File: config.mk
export PLATFORM = sky130hd
export DESIGN_NAME = bullet_hit_detector_flat
export DESIGN_NICKNAME = d
export VERILOG_FILES = /design/src/rtl/bullet_hit_detector_if.sv /design/src/rtl/bullet_hit_detector.sv /design/src/flat_wrapper.sv
export SDC_FILE = /design/constraint.sdc
export NUM_CORES = 1
export LEC_CHECK = 0
export BUFFER_PORTS_ARGS = -buffer_cell sky130_fd_sc_hd__buf_2
export CAP_MARGIN = 10
export CORE_MARGIN = 5
export CORE_UTILIZATION = 54
export DETAILED_ROUTE_END_ITERATION = 10
export PLACE_DENSITY = 0.85
export SLEW_MARGIN = 20
export SYNTH_ARGS = -nofsm -noshare
export SYNTH_HDL_FRONTEND = slang
export SYNTH_SLANG_ARGS = --single-unit
File: constraint.sdc
create_clock -name clk -period 8.4 [get_ports clk]
set_input_delay 0.42 -clock clk [delete_from_list [all_inputs] [get_ports clk]]
set_output_delay 0.42 -clock clk [all_outputs]
set_load 0.02 [all_outputs]
File: src/rtl/bullet_hit_detector_if.sv
// Raster-side bundle between the VGA scan / sprite logic and the hit detector.
// The slave side is the detector; the master side drives pixels and receives results.
interface bullet_hit_detector_if #(
  parameter int N_BUL = 4,
  parameter int N_AST = 8,
  parameter int CNT_W = 16
);
  logic [9:0]       px;
  logic [9:0]       py;
  logic             frame_tick;
  logic [N_BUL-1:0] bullet_pixel;
  logic [N_BUL-1:0] bullet_inUse;
  logic [N_AST-1:0] ast_pixel;
  logic             ship_pixel;
  logic [N_BUL-1:0] bullet_reset;
  logic [N_AST-1:0] ast_hit;
  logic             ship_hit;
  logic [CNT_W-1:0] destroyed;
  logic             frame_valid;

  modport slave (
    input  px, py, frame_tick, bullet_pixel, bullet_inUse, ast_pixel, ship_pixel,
    output bullet_reset, ast_hit, ship_hit, destroyed, frame_valid
  );

  modport master (
    output px, py, frame_tick, bullet_pixel, bullet_inUse, ast_pixel, ship_pixel,
    input  bullet_reset, ast_hit, ship_hit, destroyed, frame_valid
  );
endinterface

File: src/rtl/bullet_hit_detector.sv
// Accumulates bullet/asteroid/ship pixel coincidences over a frame and commits
// them as frame-long level outputs at each frame boundary.
module bullet_hit_detector #(
  parameter int N_BUL    = 4,
  parameter int N_AST    = 8,
  parameter int H_ACTIVE = 640,
  parameter int V_ACTIVE = 480,
  parameter int CNT_W    = 16
) (
  input  logic                  clk,
  input  logic                  reset,
  bullet_hit_detector_if.slave  bus
);
  localparam logic [9:0] LP_H_ACTIVE = 10'(H_ACTIVE);
  localparam logic [9:0] LP_V_ACTIVE = 10'(V_ACTIVE);

  typedef enum logic [1:0] {
    ST_WAIT_SYNC = 2'd0,
    ST_SCAN      = 2'd1,
    ST_COMMIT    = 2'd2
  } state_t;

  state_t           r_state;
  state_t           w_state_next;
  logic [N_BUL-1:0] r_acc_bul;
  logic [N_AST-1:0] r_acc_ast;
  logic             r_acc_ship;
  logic [N_BUL-1:0] r_bullet_reset;
  logic [N_AST-1:0] r_ast_hit;
  logic             r_ship_hit;
  logic [CNT_W-1:0] r_destroyed;
  logic             r_frame_valid;

  logic [N_BUL-1:0] w_b_live;
  logic             w_any_ast;
  logic             w_any_bul;
  logic             w_acc_en;
  logic [CNT_W:0]   w_sum;
  logic [CNT_W-1:0] w_destroyed_next;

  function automatic logic [CNT_W:0] popcount(input logic [N_AST-1:0] v);
    logic [CNT_W:0] c;
    c = '0;
    for (int k = 0; k < N_AST; k++) begin
      c = c + {{CNT_W{1'b0}}, v[k]};
    end
    return c;
  endfunction

  assign w_b_live  = bus.bullet_pixel & bus.bullet_inUse;
  assign w_any_ast = |bus.ast_pixel;
  assign w_any_bul = |w_b_live;
  assign w_acc_en  = (r_state == ST_SCAN) && !bus.frame_tick &&
                     (bus.px < LP_H_ACTIVE) && (bus.py < LP_V_ACTIVE);

  // Saturating add: a carry out of the counter width pins it at all-ones.
  assign w_sum            = {1'b0, r_destroyed} + popcount(r_acc_ast);
  assign w_destroyed_next = w_sum[CNT_W] ? {CNT_W{1'b1}} : w_sum[CNT_W-1:0];

  // Next-state logic for the frame-synchronisation FSM.
  always_comb begin
    w_state_next = r_state;
    case (r_state)
      ST_WAIT_SYNC: begin
        if (bus.frame_tick) w_state_next = ST_SCAN;
        else                w_state_next = ST_WAIT_SYNC;
      end
      ST_SCAN: begin
        if (bus.frame_tick) w_state_next = ST_COMMIT;
        else                w_state_next = ST_SCAN;
      end
      ST_COMMIT: w_state_next = ST_SCAN;
      default:   w_state_next = ST_WAIT_SYNC;
    endcase
  end

  // State register, sticky accumulators and committed result registers.
  always_ff @(posedge clk) begin
    if (reset) begin
      r_state        <= ST_WAIT_SYNC;
      r_acc_bul      <= '0;
      r_acc_ast      <= '0;
      r_acc_ship     <= 1'b0;
      r_bullet_reset <= '0;
      r_ast_hit      <= '0;
      r_ship_hit     <= 1'b0;
      r_destroyed    <= '0;
      r_frame_valid  <= 1'b0;
    end else begin
      r_state <= w_state_next;
      if (r_state == ST_COMMIT) begin
        r_bullet_reset <= r_acc_bul;
        r_ast_hit      <= r_acc_ast;
        r_ship_hit     <= r_acc_ship;
        r_destroyed    <= w_destroyed_next;
        r_frame_valid  <= 1'b1;
        r_acc_bul      <= '0;
        r_acc_ast      <= '0;
        r_acc_ship     <= 1'b0;
      end else if (w_acc_en) begin
        r_acc_bul  <= r_acc_bul | (w_b_live & {N_BUL{w_any_ast}});
        r_acc_ast  <= r_acc_ast | (bus.ast_pixel & {N_AST{w_any_bul}});
        r_acc_ship <= r_acc_ship | (bus.ship_pixel & w_any_ast);
      end else begin
        r_acc_bul  <= r_acc_bul;
        r_acc_ast  <= r_acc_ast;
        r_acc_ship <= r_acc_ship;
      end
    end
  end

  assign bus.bullet_reset = r_bullet_reset;
  assign bus.ast_hit      = r_ast_hit;
  assign bus.ship_hit     = r_ship_hit;
  assign bus.destroyed    = r_destroyed;
  assign bus.frame_valid  = r_frame_valid;
endmodule

File: src/flat_wrapper.sv
// flat-port wrapper written by rule: the top's interface ports become plain ports
module bullet_hit_detector_flat 
#(
  parameter int N_BUL    = 4,
  parameter int N_AST    = 8,
  parameter int H_ACTIVE = 640,
  parameter int V_ACTIVE = 480,
  parameter int CNT_W    = 16
)
  (clk, reset, bus_px, bus_py, bus_frame_tick, bus_bullet_pixel, bus_bullet_inUse, bus_ast_pixel, bus_ship_pixel, bus_bullet_reset, bus_ast_hit, bus_ship_hit, bus_destroyed, bus_frame_valid);
  bullet_hit_detector_if #(.N_BUL(N_BUL), .N_AST(N_AST), .CNT_W(CNT_W)) bus_i ();
  input  logic clk;
  input  logic reset;
  input wire logic [$bits(bus_i.px)-1:0] bus_px;
  input wire logic [$bits(bus_i.py)-1:0] bus_py;
  input wire logic [$bits(bus_i.frame_tick)-1:0] bus_frame_tick;
  input wire logic [$bits(bus_i.bullet_pixel)-1:0] bus_bullet_pixel;
  input wire logic [$bits(bus_i.bullet_inUse)-1:0] bus_bullet_inUse;
  input wire logic [$bits(bus_i.ast_pixel)-1:0] bus_ast_pixel;
  input wire logic [$bits(bus_i.ship_pixel)-1:0] bus_ship_pixel;
  output wire logic [$bits(bus_i.bullet_reset)-1:0] bus_bullet_reset;
  output wire logic [$bits(bus_i.ast_hit)-1:0] bus_ast_hit;
  output wire logic [$bits(bus_i.ship_hit)-1:0] bus_ship_hit;
  output wire logic [$bits(bus_i.destroyed)-1:0] bus_destroyed;
  output wire logic [$bits(bus_i.frame_valid)-1:0] bus_frame_valid;
  assign bus_i.px = bus_px;
  assign bus_i.py = bus_py;
  assign bus_i.frame_tick = bus_frame_tick;
  assign bus_i.bullet_pixel = bus_bullet_pixel;
  assign bus_i.bullet_inUse = bus_bullet_inUse;
  assign bus_i.ast_pixel = bus_ast_pixel;
  assign bus_i.ship_pixel = bus_ship_pixel;
  assign bus_bullet_reset = bus_i.bullet_reset;
  assign bus_ast_hit = bus_i.ast_hit;
  assign bus_ship_hit = bus_i.ship_hit;
  assign bus_destroyed = bus_i.destroyed;
  assign bus_frame_valid = bus_i.frame_valid;
  bullet_hit_detector #(.N_BUL(N_BUL), .N_AST(N_AST), .H_ACTIVE(H_ACTIVE), .V_ACTIVE(V_ACTIVE), .CNT_W(CNT_W)) u_core (.clk(clk), .reset(reset), .bus(bus_i));
endmodule
==> results.tsv <==
stage	metric	value	unit
outcome	status	finished, final reports clean	
setup_path	R2R setup slack	4410	ps
synth	sequential element share of the synthesized area	42.5	%
setup_path	CP Capture Type	flop	
setup_path	Worst Setup Start Kind	flop	
power	Gate power share	6.5	%
placement	routability-driven placement congestion ratio	0.819	
setup_path	CP Cell Sequence	ha_1 > inv_1 > fa_1 > fa_1 > fa_1 > inv_1 > ha_1 > fa_1 > a211oi_2 > o21bai_2 > and4_4 > and4_2 > a311oi_2	
global_routing	Total GRT Usage	19.1	%
synth	synth warn	0	
clock_network	Setup Buffers After CTS	0	
global_routing	largest net degree at the start of global routing	34	
drt	Wirelength per Cell	14.3	um
timing	Max Fclk	251	MHz
power	Sw Pwr	0.0909	mW
setup_path	r2r endpoint	u_core.bus.destroyed[14]	
drt	Iter 0 DRT Violations	160	
setup_path	Worst Path Required	8620	ps
drt	via count of the routed design	1920	
synth	instance count of the mapped netlist	241	
timing	setup_tns	0	ps
clock_network	H-Tree Depth	2	
power	Sw Ratio	24.3	%
clock_network	Sinks on Clock Net	45	
floorplan	I/O pins	70	
power	pwr dens	150	nW/um^2
clock_network	clock buffer depth	2	
placement	DP HPWL	3510	um
setup_path	R2R Path Start	u_core.r_acc_ast[0]	
synth	Yosys cell types	45	
clock_network	Worst-path clk slew	90	ps
finish	# fillers	318	
worst_hold_path	hold path cells	3	
power	cell-internal power	0.283	mW
drt	residual antenna-violating net count after detailed routing	0	
clock_network	Root Driver	clkbuf_8	
floorplan	Die Ht	72.7	um
drt	Post-route DRC	0	
setup_path	Worst Path Max Fanout	12	
drt	WL final	4880	um
synth	Synth Cell Area	2120	sq um
timing	Setup Skew	7.83	ps
global_routing	Remaining Overflow, GRT	0	
worst_hold_path	HP Start	bus_ship_pixel	
setup_path	Crit path largest cell delay	490	ps
finish	area delta synth->final	17.1	%
finish	Layout Nets	349	
drt	routed vias/inst	5.61	
synth	Syn Area/Cell	8.80	sq um
timing	measured slew at the worst slew-check pin	808	ps
worst_hold_path	worst hold endpoint	u_core.r_acc_ship	
floorplan	DIE WIDTH	72.7	um
timing	Period minus WS final	3990	ps
floorplan	Die ar.	5280	sq um
finish	FF+latch area	901	sq um
setup_path	Setup CP Type	flop to flop	
setup_path	Crit-path slowest cell	fa_1	
clock_network	CTS tree	yes	
timing	Final Hold Viols	0	
clock_network	CTS hold repair buffers	0	
setup_path	cell depth of the worst flop-to-flop path	13	
clock_network	# resized after CTS	0	
finish	core occupancy in the finished layout	66.3	%
clock_network	Clock Latency Late Sink	300	ps
timing	relative slew slack	46.1	%
timing	Pins Over Slew Limit	0	
timing	Final Cycle Share	47.5	%
global_routing	vias in the first global route	1810	
synth	EDFF count, synth	0	
floorplan	Rows	22	
floorplan	Starting Density	56.7	%
timing	RSZ-0062 raised after global routing	no	
global_routing	initial antenna violation count	0	
finish	share of cells above drive strength 1	24.1	%
power	sequential fraction of design power	58.1	%
finish	area of the multi-input gates	1110	sq um
finish	n_diodes	0	
setup_path	Critical Path Most Common Cell	fa_1	
setup_path	WP data arrival	4210	ps
power	Worst VDD drop	0.0000965	V
worst_hold_path	HP Class	primary input to flop	
power	Lkg Pwr	1.12	nW
drt	TritonRoute pass-1 iters	5	
synth	Synth async-reset ratio	0	%
power	clock share of power	35.4	%
synth	ys flop type	dfxtp_1	
job	Max-Cap Viols	0	
clock_network	CTS buffer count	5	
timing	setup violators final	0	
finish	Design Area, Final	2480	sq um
global_routing	first-pass GRT wire length	8000	um
synth	Seq cells post-synth	45	
placement	placed instance area	2400	sq um
placement	port bufs	57	
floorplan	total core area	3740	sq um
synth	Syn Nets	297	
==> critical path, delay by kind of cell, from the launching register on <==
family / cells / cell delay, ps
compound gates: 3 / 660
fa+ha+maj: 6 / 2350
buf+inv: 2 / 80
flops: 1 / 340
simple gates: 2 / 470
==> metal layers <==
metal  routed length (um)  track usage [%]  vias to the layer above
met5                    0                0                        -
li1                     -                -                      963
met4                   87             6.56                        0
met2                 2210             29.8                       56
met1                 2290             24.8                      892
met3                  287             6.20                        9
==> cells in the mapped netlist, types with 2 or more instances <==
master | count | area, sq um
fa_1 | 4 | 80.1
xor2_1 | 2 | 17.5
nand2_1 | 33 | 124
dfxtp_1 | 45 | 901
a21oi_1 | 33 | 165
ha_1 | 12 | 150
and2_1 | 3 | 18.8
o21ai_0 | 8 | 40.0
nor4_1 | 2 | 12.5
xnor2_1 | 2 | 17.5
nand4_1 | 2 | 12.5
buf_1 | 2 | 7.51
inv_1 | 12 | 45.0
a21o_1 | 2 | 15.0
buf_6 | 2 | 22.5
a211oi_1 | 3 | 22.5
a31oi_1 | 12 | 75.1
nand3_1 | 4 | 20.0
clkbuf_1 | 6 | 22.5
a22oi_1 | 2 | 15.0
a311oi_1 | 4 | 35.0
nor2_1 | 22 | 82.6
nand2b_1 | 2 | 12.5
==> per-stage QoR <==
stage | hold slack [ps] | setup slack [ps] | power [mW] | cells
floorplan | 431 | 4650 | 0.235 | 241
global placement | 439 | 4480 | 0.246 | 334
detailed placement | 443 | 4430 | 0.246 | 334
CTS | 352 | 4400 | 0.375 | 342
global route | 355 | 4310 | 0.388 | 342
finish | 355 | 4410 | 0.374 | 342
==> flip-flops by register name, indices dropped and copies added (netlist names) <==
signal and flops:
u_core.bus.frame_valid 1, u_core.bus.destroyed 16, u_core.r_acc_ship 1, u_core.r_acc_ast 8, u_core.bus.ast_hit 8, u_core.r_state 2
u_core.bus.bullet_reset 4, u_core.r_acc_bul 4, u_core.bus.ship_hit 1
==> worst max path at each step <==
stage,to,startpoint
after global placement,u_core.bus.destroyed[14],u_core.r_acc_ast[0]
after global routing,u_core.bus.destroyed[14],u_core.r_acc_ast[0]
final,u_core.bus.destroyed[14],u_core.r_acc_ast[0]
after detailed placement,u_core.bus.destroyed[14],u_core.r_acc_ast[0]
after CTS,u_core.bus.destroyed[14],u_core.r_acc_ast[0]
after floorplan,u_core.bus.destroyed[14],u_core.r_acc_ast[0]
==> logic make-up (layout without fill, tap and decap cells) <==
logic type / after synthesis / after routing / share of synthesized area (%)
AND/OR/NAND/NOR: 79 / 79 / 17.8
AO/OA/AOI/OAI: 73 / 73 / 22.1
adder cells (fa/ha/maj): 16 / 16 / 10.9
buffers and inverters: 24 / 77 / 5.19
XOR/XNOR: 4 / 4 / 1.65
flip-flops: 45 / 45 / 42.5
==> cell usage in the layout (no fill, tap or decap), types with 3 or more instances in the layout <==
cell type,Yosys,routed
a31oi_1,12,12
buf_2,1,57
and2_1,3,3
a211oi_1,3,3
nor2_1,22,22
inv_1,12,12
clkbuf_8,0,5
nand2_1,33,33
ha_1,12,12
o21ai_0,8,8
fa_1,4,4
a311oi_1,4,4
nand3_1,4,4
a21oi_1,33,33
dfxtp_1,45,45
==> power by group through the flow <==
stage                     Clock, mW  Combinational (mW)  Sequential [mW]
after global placement            0              0.0238            0.222
after floorplan                   0              0.0126            0.223
final                         0.132              0.0242            0.217
after global routing          0.144              0.0268            0.218
after CTS                     0.133              0.0242            0.217
after detailed placement          0              0.0241            0.222
==> final cells by class <==
| cell class | instances | share of cell area [%] |
|---|---|---|
| inverters | 12 | 1.81 |
| repair buffers | 57 | 11.5 |
| multi-input cells | 172 | 44.7 |
| clock inverters | 2 | 0.403 |
| clock buffers | 6 | 2.92 |
| flip-flops and latches | 45 | 36.3 |
| well taps | 48 | 2.42 |
Power figures use the tool's default switching activity.
